==> config.mk <==
export PLATFORM = sky130hd
export DESIGN_NAME = multicycle_control
export DESIGN_NICKNAME = d
export VERILOG_FILES = /design/src/rtl/multicycle_control.sv
export SDC_FILE = /design/constraint.sdc
export NUM_CORES = 1
export LEC_CHECK = 0
export ABC_AREA = 0
export BUFFER_PORTS_ARGS = -buffer_cell sky130_fd_sc_hd__buf_2
export CAP_MARGIN = 15
export CORE_MARGIN = 1
export CORE_UTILIZATION = 45
export DETAILED_ROUTE_END_ITERATION = 10
export GPL_TIMING_DRIVEN = 0
export PLACE_DENSITY_LB_ADDON = 0.12
export REMOVE_ABC_BUFFERS = 1
export SLEW_MARGIN = 10
export SYNTH_ARGS = -nofsm -noshare
export SYNTH_HDL_FRONTEND = slang
export SYNTH_SLANG_ARGS = --single-unit
==> constraint.sdc <==
create_clock -name clk -period 4.1 [get_ports clk]
set_input_delay 0.205 -clock clk [delete_from_list [all_inputs] [get_ports clk]]
set_output_delay 0.205 -clock clk [all_outputs]
set_load 0.02 [all_outputs]
==> src/rtl/multicycle_control.sv <==
// ---------------------------------------------------------------------------
// multicycle_control
//
// Moore-style main controller for a multicycle RV32I datapath that shares a
// single ALU and a unified memory across instruction phases. It latches the
// fetched instruction, steps through fetch/decode/execute/memory/writeback,
// and drives every datapath select and write enable. Memory phases wait on
// MemReady.
//
// Ports:
//   clk        in   system clock, rising edge
//   reset      in   asynchronous active-high reset
//   ReadData   in   [31:0] memory read data (instruction during FETCH)
//   MemReady   in   memory access completes this cycle
//   BrTaken    in   branch comparator result (used only in BRANCH)
//   Instr      out  [31:0] latched instruction register
//   ImmSrc     out  [2:0] immediate format for the immediate generator
//   IRWrite    out  load Instr from ReadData
//   PCWrite    out  PC <- result bus
//   AdrSrc     out  memory address select (0=PC, 1=ALUOut)
//   MemWrite   out  memory write strobe
//   RegWrite   out  register file write enable
//   ResultSrc  out  [1:0] result bus select
//   ALUSrcA    out  [1:0] ALU A select
//   ALUSrcB    out  [1:0] ALU B select
//   ALUOp      out  [1:0] ALU operation class
//   Illegal    out  one-cycle pulse in DECODE on unsupported opcode
//   State      out  [3:0] current state code
// ---------------------------------------------------------------------------
module multicycle_control #(
    parameter logic [31:0] RESET_IR = 32'h00000013
) (
    input  logic        clk,
    input  logic        reset,
    input  logic [31:0] ReadData,
    input  logic        MemReady,
    input  logic        BrTaken,
    output logic [31:0] Instr,
    output logic [2:0]  ImmSrc,
    output logic        IRWrite,
    output logic        PCWrite,
    output logic        AdrSrc,
    output logic        MemWrite,
    output logic        RegWrite,
    output logic [1:0]  ResultSrc,
    output logic [1:0]  ALUSrcA,
    output logic [1:0]  ALUSrcB,
    output logic [1:0]  ALUOp,
    output logic        Illegal,
    output logic [3:0]  State
);

    typedef enum logic [3:0] {
        S_FETCH    = 4'd0,
        S_DECODE   = 4'd1,
        S_MEMADR   = 4'd2,
        S_MEMREAD  = 4'd3,
        S_MEMWB    = 4'd4,
        S_MEMWRITE = 4'd5,
        S_EXECR    = 4'd6,
        S_EXECI    = 4'd7,
        S_ALUWB    = 4'd8,
        S_BRANCH   = 4'd9,
        S_JAL      = 4'd10,
        S_JALR     = 4'd11,
        S_LUI      = 4'd12
    } state_t;

    localparam logic [6:0] OP_LOAD   = 7'b0000011;
    localparam logic [6:0] OP_IMM    = 7'b0010011;
    localparam logic [6:0] OP_AUIPC  = 7'b0010111;
    localparam logic [6:0] OP_STORE  = 7'b0100011;
    localparam logic [6:0] OP_R      = 7'b0110011;
    localparam logic [6:0] OP_LUI    = 7'b0110111;
    localparam logic [6:0] OP_BRANCH = 7'b1100011;
    localparam logic [6:0] OP_JALR   = 7'b1100111;
    localparam logic [6:0] OP_JAL    = 7'b1101111;

    state_t      state_q, state_d;
    logic [31:0] instr_q, instr_d;
    logic [6:0]  opcode;

    assign opcode = instr_q[6:0];
    assign Instr  = instr_q;
    assign State  = state_q;

    always_ff @(posedge clk or posedge reset) begin
        if (reset) begin
            state_q <= S_FETCH;
            instr_q <= RESET_IR;
        end else begin
            state_q <= state_d;
            instr_q <= instr_d;
        end
    end

    // Immediate format depends only on the latched opcode.
    always_comb begin
        ImmSrc = 3'b111;
        case (opcode)
            OP_LOAD, OP_IMM, OP_JALR: ImmSrc = 3'b000;
            OP_STORE:                 ImmSrc = 3'b001;
            OP_LUI, OP_AUIPC:         ImmSrc = 3'b010;
            OP_BRANCH:                ImmSrc = 3'b101;
            OP_JAL:                   ImmSrc = 3'b110;
            default:                  ImmSrc = 3'b111;
        endcase
    end

    always_comb begin
        state_d   = S_FETCH;
        IRWrite   = 1'b0;
        PCWrite   = 1'b0;
        AdrSrc    = 1'b0;
        MemWrite  = 1'b0;
        RegWrite  = 1'b0;
        ResultSrc = 2'b00;
        ALUSrcA   = 2'b00;
        ALUSrcB   = 2'b00;
        ALUOp     = 2'b00;
        Illegal   = 1'b0;
        case (state_q)
            S_FETCH: begin
                ALUSrcB   = 2'b10;
                ResultSrc = 2'b10;
                // IRWrite is masked by reset so the instruction register
                // strobe drops the moment reset is applied; PCWrite is not.
                IRWrite   = MemReady & ~reset;
                PCWrite   = MemReady;
                state_d   = MemReady ? S_DECODE : S_FETCH;
            end
            S_DECODE: begin
                ALUSrcA = 2'b01;
                ALUSrcB = 2'b01;
                case (opcode)
                    OP_LOAD, OP_STORE: state_d = S_MEMADR;
                    OP_R:              state_d = S_EXECR;
                    OP_IMM:            state_d = S_EXECI;
                    OP_BRANCH:         state_d = S_BRANCH;
                    OP_JAL:            state_d = S_JAL;
                    OP_JALR:           state_d = S_JALR;
                    OP_LUI:            state_d = S_LUI;
                    OP_AUIPC:          state_d = S_ALUWB;
                    default: begin
                        Illegal = 1'b1;
                        state_d = S_FETCH;
                    end
                endcase
            end
            S_MEMADR: begin
                ALUSrcA = 2'b10;
                ALUSrcB = 2'b01;
                state_d = (opcode == OP_LOAD) ? S_MEMREAD : S_MEMWRITE;
            end
            S_MEMREAD: begin
                AdrSrc  = 1'b1;
                state_d = MemReady ? S_MEMWB : S_MEMREAD;
            end
            S_MEMWB: begin
                ResultSrc = 2'b01;
                RegWrite  = 1'b1;
                state_d   = S_FETCH;
            end
            S_MEMWRITE: begin
                AdrSrc   = 1'b1;
                MemWrite = 1'b1;
                state_d  = MemReady ? S_FETCH : S_MEMWRITE;
            end
            S_EXECR: begin
                ALUSrcA = 2'b10;
                ALUSrcB = 2'b00;
                ALUOp   = 2'b10;
                state_d = S_ALUWB;
            end
            S_EXECI: begin
                ALUSrcA = 2'b10;
                ALUSrcB = 2'b01;
                ALUOp   = 2'b10;
                state_d = S_ALUWB;
            end
            S_ALUWB: begin
                RegWrite = 1'b1;
                state_d  = S_FETCH;
            end
            S_BRANCH: begin
                ALUSrcA = 2'b10;
                ALUOp   = 2'b01;
                PCWrite = BrTaken;
                state_d = S_FETCH;
            end
            S_JAL: begin
                // PC takes the target already in ALUOut while the ALU forms
                // OldPC+4 for the link write in ALUWB.
                ALUSrcA = 2'b01;
                ALUSrcB = 2'b10;
                PCWrite = 1'b1;
                state_d = S_ALUWB;
            end
            S_JALR: begin
                ALUSrcA = 2'b10;
                ALUSrcB = 2'b01;
                state_d = S_JAL;
            end
            S_LUI: begin
                ALUSrcA = 2'b11;
                ALUSrcB = 2'b01;
                state_d = S_ALUWB;
            end
            default: state_d = S_FETCH;
        endcase
    end

    assign instr_d = IRWrite ? ReadData : instr_q;

endmodule

Word-level counts from Yosys, hierarchy flattened

Cells that the tools add are included.

Equality and inequality tests: 21
Bitwise logic cells: 2
Reductions and logical operators: 13
Muxes and demuxes: 18

Operator list:

| cell               | count |
|---|---|
| $pmux 4 s8         | 1 |
| $pmux 4 s7         | 1 |
| $eq 7x6->1 const B | 3 |
| $eq 7x7->1 const B | 3 |
| $eq 4x4->1 const B | 5 |
| $eq 4x3->1 const B | 4 |
| $pmux 3 s5         | 1 |
| $eq 7x5->1 const B | 2 |
| $reduce_or 2->1    | 7 |
| $pmux 2 s2         | 3 |
| $reduce_or 5->1    | 2 |
| $mux 3             | 3 |
| $reduce_or 9->1    | 1 |
| $eq 4x2->1 const B | 2 |
| $eq 7x2->1 const B | 1 |
| $mux 1             | 7 |
| $pmux 2 s3         | 1 |
| $eq 4x1->1 const B | 1 |
| $logic_not 4->1    | 1 |
| $reduce_or 4->1    | 1 |
| $pmux 1 s3         | 1 |
| $reduce_or 3->1    | 1 |
| $and 1x1->1        | 1 |
| $not 1->1          | 1 |

Register bits after elaboration: 36

Depth between registers and ports, before layout

Depth after elaboration: 4
Mapped depth: 6
Depth with buffers taken out: 3

Worst setup path after synthesis

No wires, ideal clock.

Path kind: reg2out
Start point: register state_q[2] (netlist: State[2])
End point: output port Illegal
Cell stages (with the launch flop): 4
Buffers on the path: 1
Arrival time: 1,852 ps
Path slack: 2,043 ps
Cells stage by stage: dfrtp_1 clkbuf_1 or4b_2 nor3_1

Cells in the longest elaborated chain, start to end: 2

RTL lines:

| element                | RTL line | RTL |
|---|---|---|
| start, declared        | 79       | `state_t state_q, state_d;` |
| start signal, assigned | 92       | `state_q <= state_d;` |
| $eq 4x1->1             | 122      | `case (state_q)` |
| $mux 1                 | 122      |  |
| end, declared          | 49       | `output logic Illegal,` |

Every way passes these cells.

Final worst setup path

Start point: register state_q[3] (netlist: State[3])
End point: output port IRWrite

Cells in the longest elaborated chain, start to end: 2

RTL lines:

| element         | RTL line | RTL |
|---|---|---|
| $logic_not 4->1 | 122      |  |
| $mux 1          | 122      |  |
| end, declared   | 40       | `output logic IRWrite,` |

Every way passes these cells.

==> results by group <==
Synth
  – Top cells by count, synth: 33 x dfrtp_1, 29 x mux2_4, 8 x clkbuf_1, 8 x nor2b_1, 6 x a21oi_1
  – Sequential-to-total area share from yosys stat: 44.7%
  – Prevailing post-synth register cell: dfrtp_1
  – Synthesized area: 2020 sq um
  – Yosys cell types: 44
  – Post-synth EDFFs: 0
  – Synth Area per Inst: 12.4 sq um
  – Cell count after synthesis: 163
  – Post-synthesis register bit count: 36
  – Yosys warnings: 0
  – Post-synth ARST share: 100%
  – Synth top area cells: dfrtp_1 41%, mux2_4 22%, dfstp_2 3.9%
  – Cell accounting for the most synthesized area: dfrtp_1
  – Share of the synthesized area in the top cell type: 40.8%
  – Most common cell in the netlist: dfrtp_1

Run
  – Max-cap viol count: 0

Placed design
  – DP Worst Slack: 1610 ps
  – DP Wirelength: 2850 microns
  – Routability Congestion: 0.832
  – Port buffer count: 88

Die
  – Starting Density: 46.8%
  – Rows: 24
  – Core area: 4320 sq um
  – Die Span X: 69.1 microns
  – Die height: 69.1 microns
  – Die area: 4770 sq um
  – I/O pin cnt: 89

Critical path
  – Crit. End Element: primary output
  – Crit-path max FO: 25
  – Slowest CP cell: or3_2
  – Largest stage delay on the critical path: 690 ps
  – WS Path Type: reg -> out
  – Critical path, cell by cell: or3b_1 > or3_2 > inv_1 > buf_2
  – Nature of the critical path startpoint: register
  – Critical Path AT: 2360 ps
  – WP data required: 3890 ps

Power and ir drop
  – Sw Ratio: 42.5%
  – Sw power: 0.867 mW
  – Total power: 2.04 mW
  – Peak supply drop: 0.424 mV
  – Power per cell area: 806 nW/um^2
  – Clock share of power: 12.9%
  – Leak: 1.32 nW
  – Power Internal: 1.17 mW
  – Sequential share of power: 35.8%
  – Combinational power share: 51.3%

Clock network
  – Clock latency on the worst-skew pair: 280 ps
  – Hold_buf cts: 0
  – Clock sink count: 36
  – Clock H-tree levels: 2
  – Bufs on Longest Clock Path: 2
  – Post-CTS Resized: 0
  – Setup Fix Bufs, Post-CTS: 0
  – CTS tree: yes
  – Root buffer cell: clkbuf_8
  – Reg clk slew, reported paths: 70 ps
  – TritonCTS buffer count: 5

STA
  – Fin crit period: 2570 ps
  – Least-Margin Pin Slew: 745 ps
  – Final Hold Violating Endpoints: 0
  – Slew margin rel.: 50.2%
  – FMAX: 389 MHz
  – # setup viols final: 0
  – RSZ-0062 raised after global routing: no
  – Final period utilization: 62.7%
  – Final Max Tran Viols: 0
  – Fin worst setup slack: 1530 ps
  – Setup TNS: 0 ps
  – Clock skew: 3.91 ps

Route
  – WL final: 4230 microns
  – Detail Route Antenna Nets: 0
  – Via density: 5.24
  – 1st-pass router iterations: 4
  – Routed vias: 1563
  – DR iter-0 viols: 70
  – DRC Markers: 0
  – Drt wl/cell: 14.2 microns

GRT
  – Vias in the first global route: 1377
  – All-Layer GR Usage: 17.9%
  – GRT overflow: 0
  – First-pass GRT wire length: 6830 microns
  – Largest net degree at the start of global routing: 37
  – Initial antenna violation count: 0

Cells and area
  – Area Growth Syn to Fin: 24.9%
  – Antenna diode count: 0
  – Final net count: 281
  – Share of cells above drive strength 1: 55.3%
  – Fillers: 382

Status
  – Status: completed

Min path
  – Hold crit path type: in -> async
state kept, by name (all words and copies together), names as in the netlist:
signal and cells:
State 4, Instr 32
metrics by stage:
stage	utilization [%]	std cells	hold WS, ps	area [sq um]
4_1_cts	58.4	298	86.5	2530
3_3_place_gp	55.8	289	435	2410
6_report	58.4	298	52.1	2530
3_5_place_dp	56.3	290	397	2430
5_1_grt	58.4	298	111	2530
2_1_floorplan	-	149	353	1910
worst max-delay path: cells and delay by family (launching register included):
kind / cells / cell delay, ps
simple gates: 2 / 1170
buf+inv: 2 / 260
flops: 1 / 640
kinds of logic after synthesis:
group / Yosys count / share of synthesized area, %
compound gates: 27 / 9.22
buf+inv: 18 / 6.49
xor+xnor: 1 / 0.433
flops: 36 / 44.7
mux: 34 / 24.2
simple gates: 47 / 15.0
per-layer routing:
layer	GRT usage, %	wire [microns]
met1	25.7	2110
met5	0	0
met4	6.80	49
met2	26.4	1850
met3	3.80	225
final timing paths:
path                       depth (start not counted)         to  slack, ps          from
setup / recovery                                   4    IRWrite       1530      State[3]
hold / removal                                     2  Instr[27]         50         reset
setup reg to reg                                   4  Instr[24]       1590      State[3]
hold reg to reg                                    1  Instr[31]        500     Instr[31]
max in group asynchronous                          2   State[0]       3560         reset
min in group clk                                   2  Instr[14]        150  ReadData[14]
cells in the final DEF, fill, tap and decap left out, drive strengths merged, types with 2 or more instances in the layout:
master,synthesis,layout
nand2,3,3
nor4,2,2
nand3,5,5
mux2i,2,2
or3b,2,2
nand2b,2,2
nor4b,4,4
buf,6,89
inv,4,4
a21oi,6,6
clkbuf,8,7
a211oi,2,2
nor2,4,4
and3b,3,3
o211ai,5,5
dfrtp,33,33
dfstp,3,3
nor3,5,5
nor2b,8,8
mux2,32,32
a21o,2,2
o21ai,4,4
final cells by class:
class                           count  area, sq um  area share, %
Clock buffer                        7         86.3           3.42
Clock inverter                      1         7.51          0.297
Inverter                            4         15.0          0.594
Multi-Input combinational cell    109          988           39.1
Sequential cell                    36          905           35.8
Tap cell                           52         65.1           2.57
Timing Repair Buffer               89          460           18.2
power by group through the flow:
stage                     combinational, mW  sequential [mW]  clock (mW)
final                                  1.05            0.730       0.262
after global routing                   1.11            0.766       0.286
after CTS                              1.05            0.727       0.271
after detailed placement               1.05            0.728           0
after global placement                 1.04            0.724           0
after floorplan                       0.535            0.915           0
No activity file was read; power rests on OpenSTA's default activity.
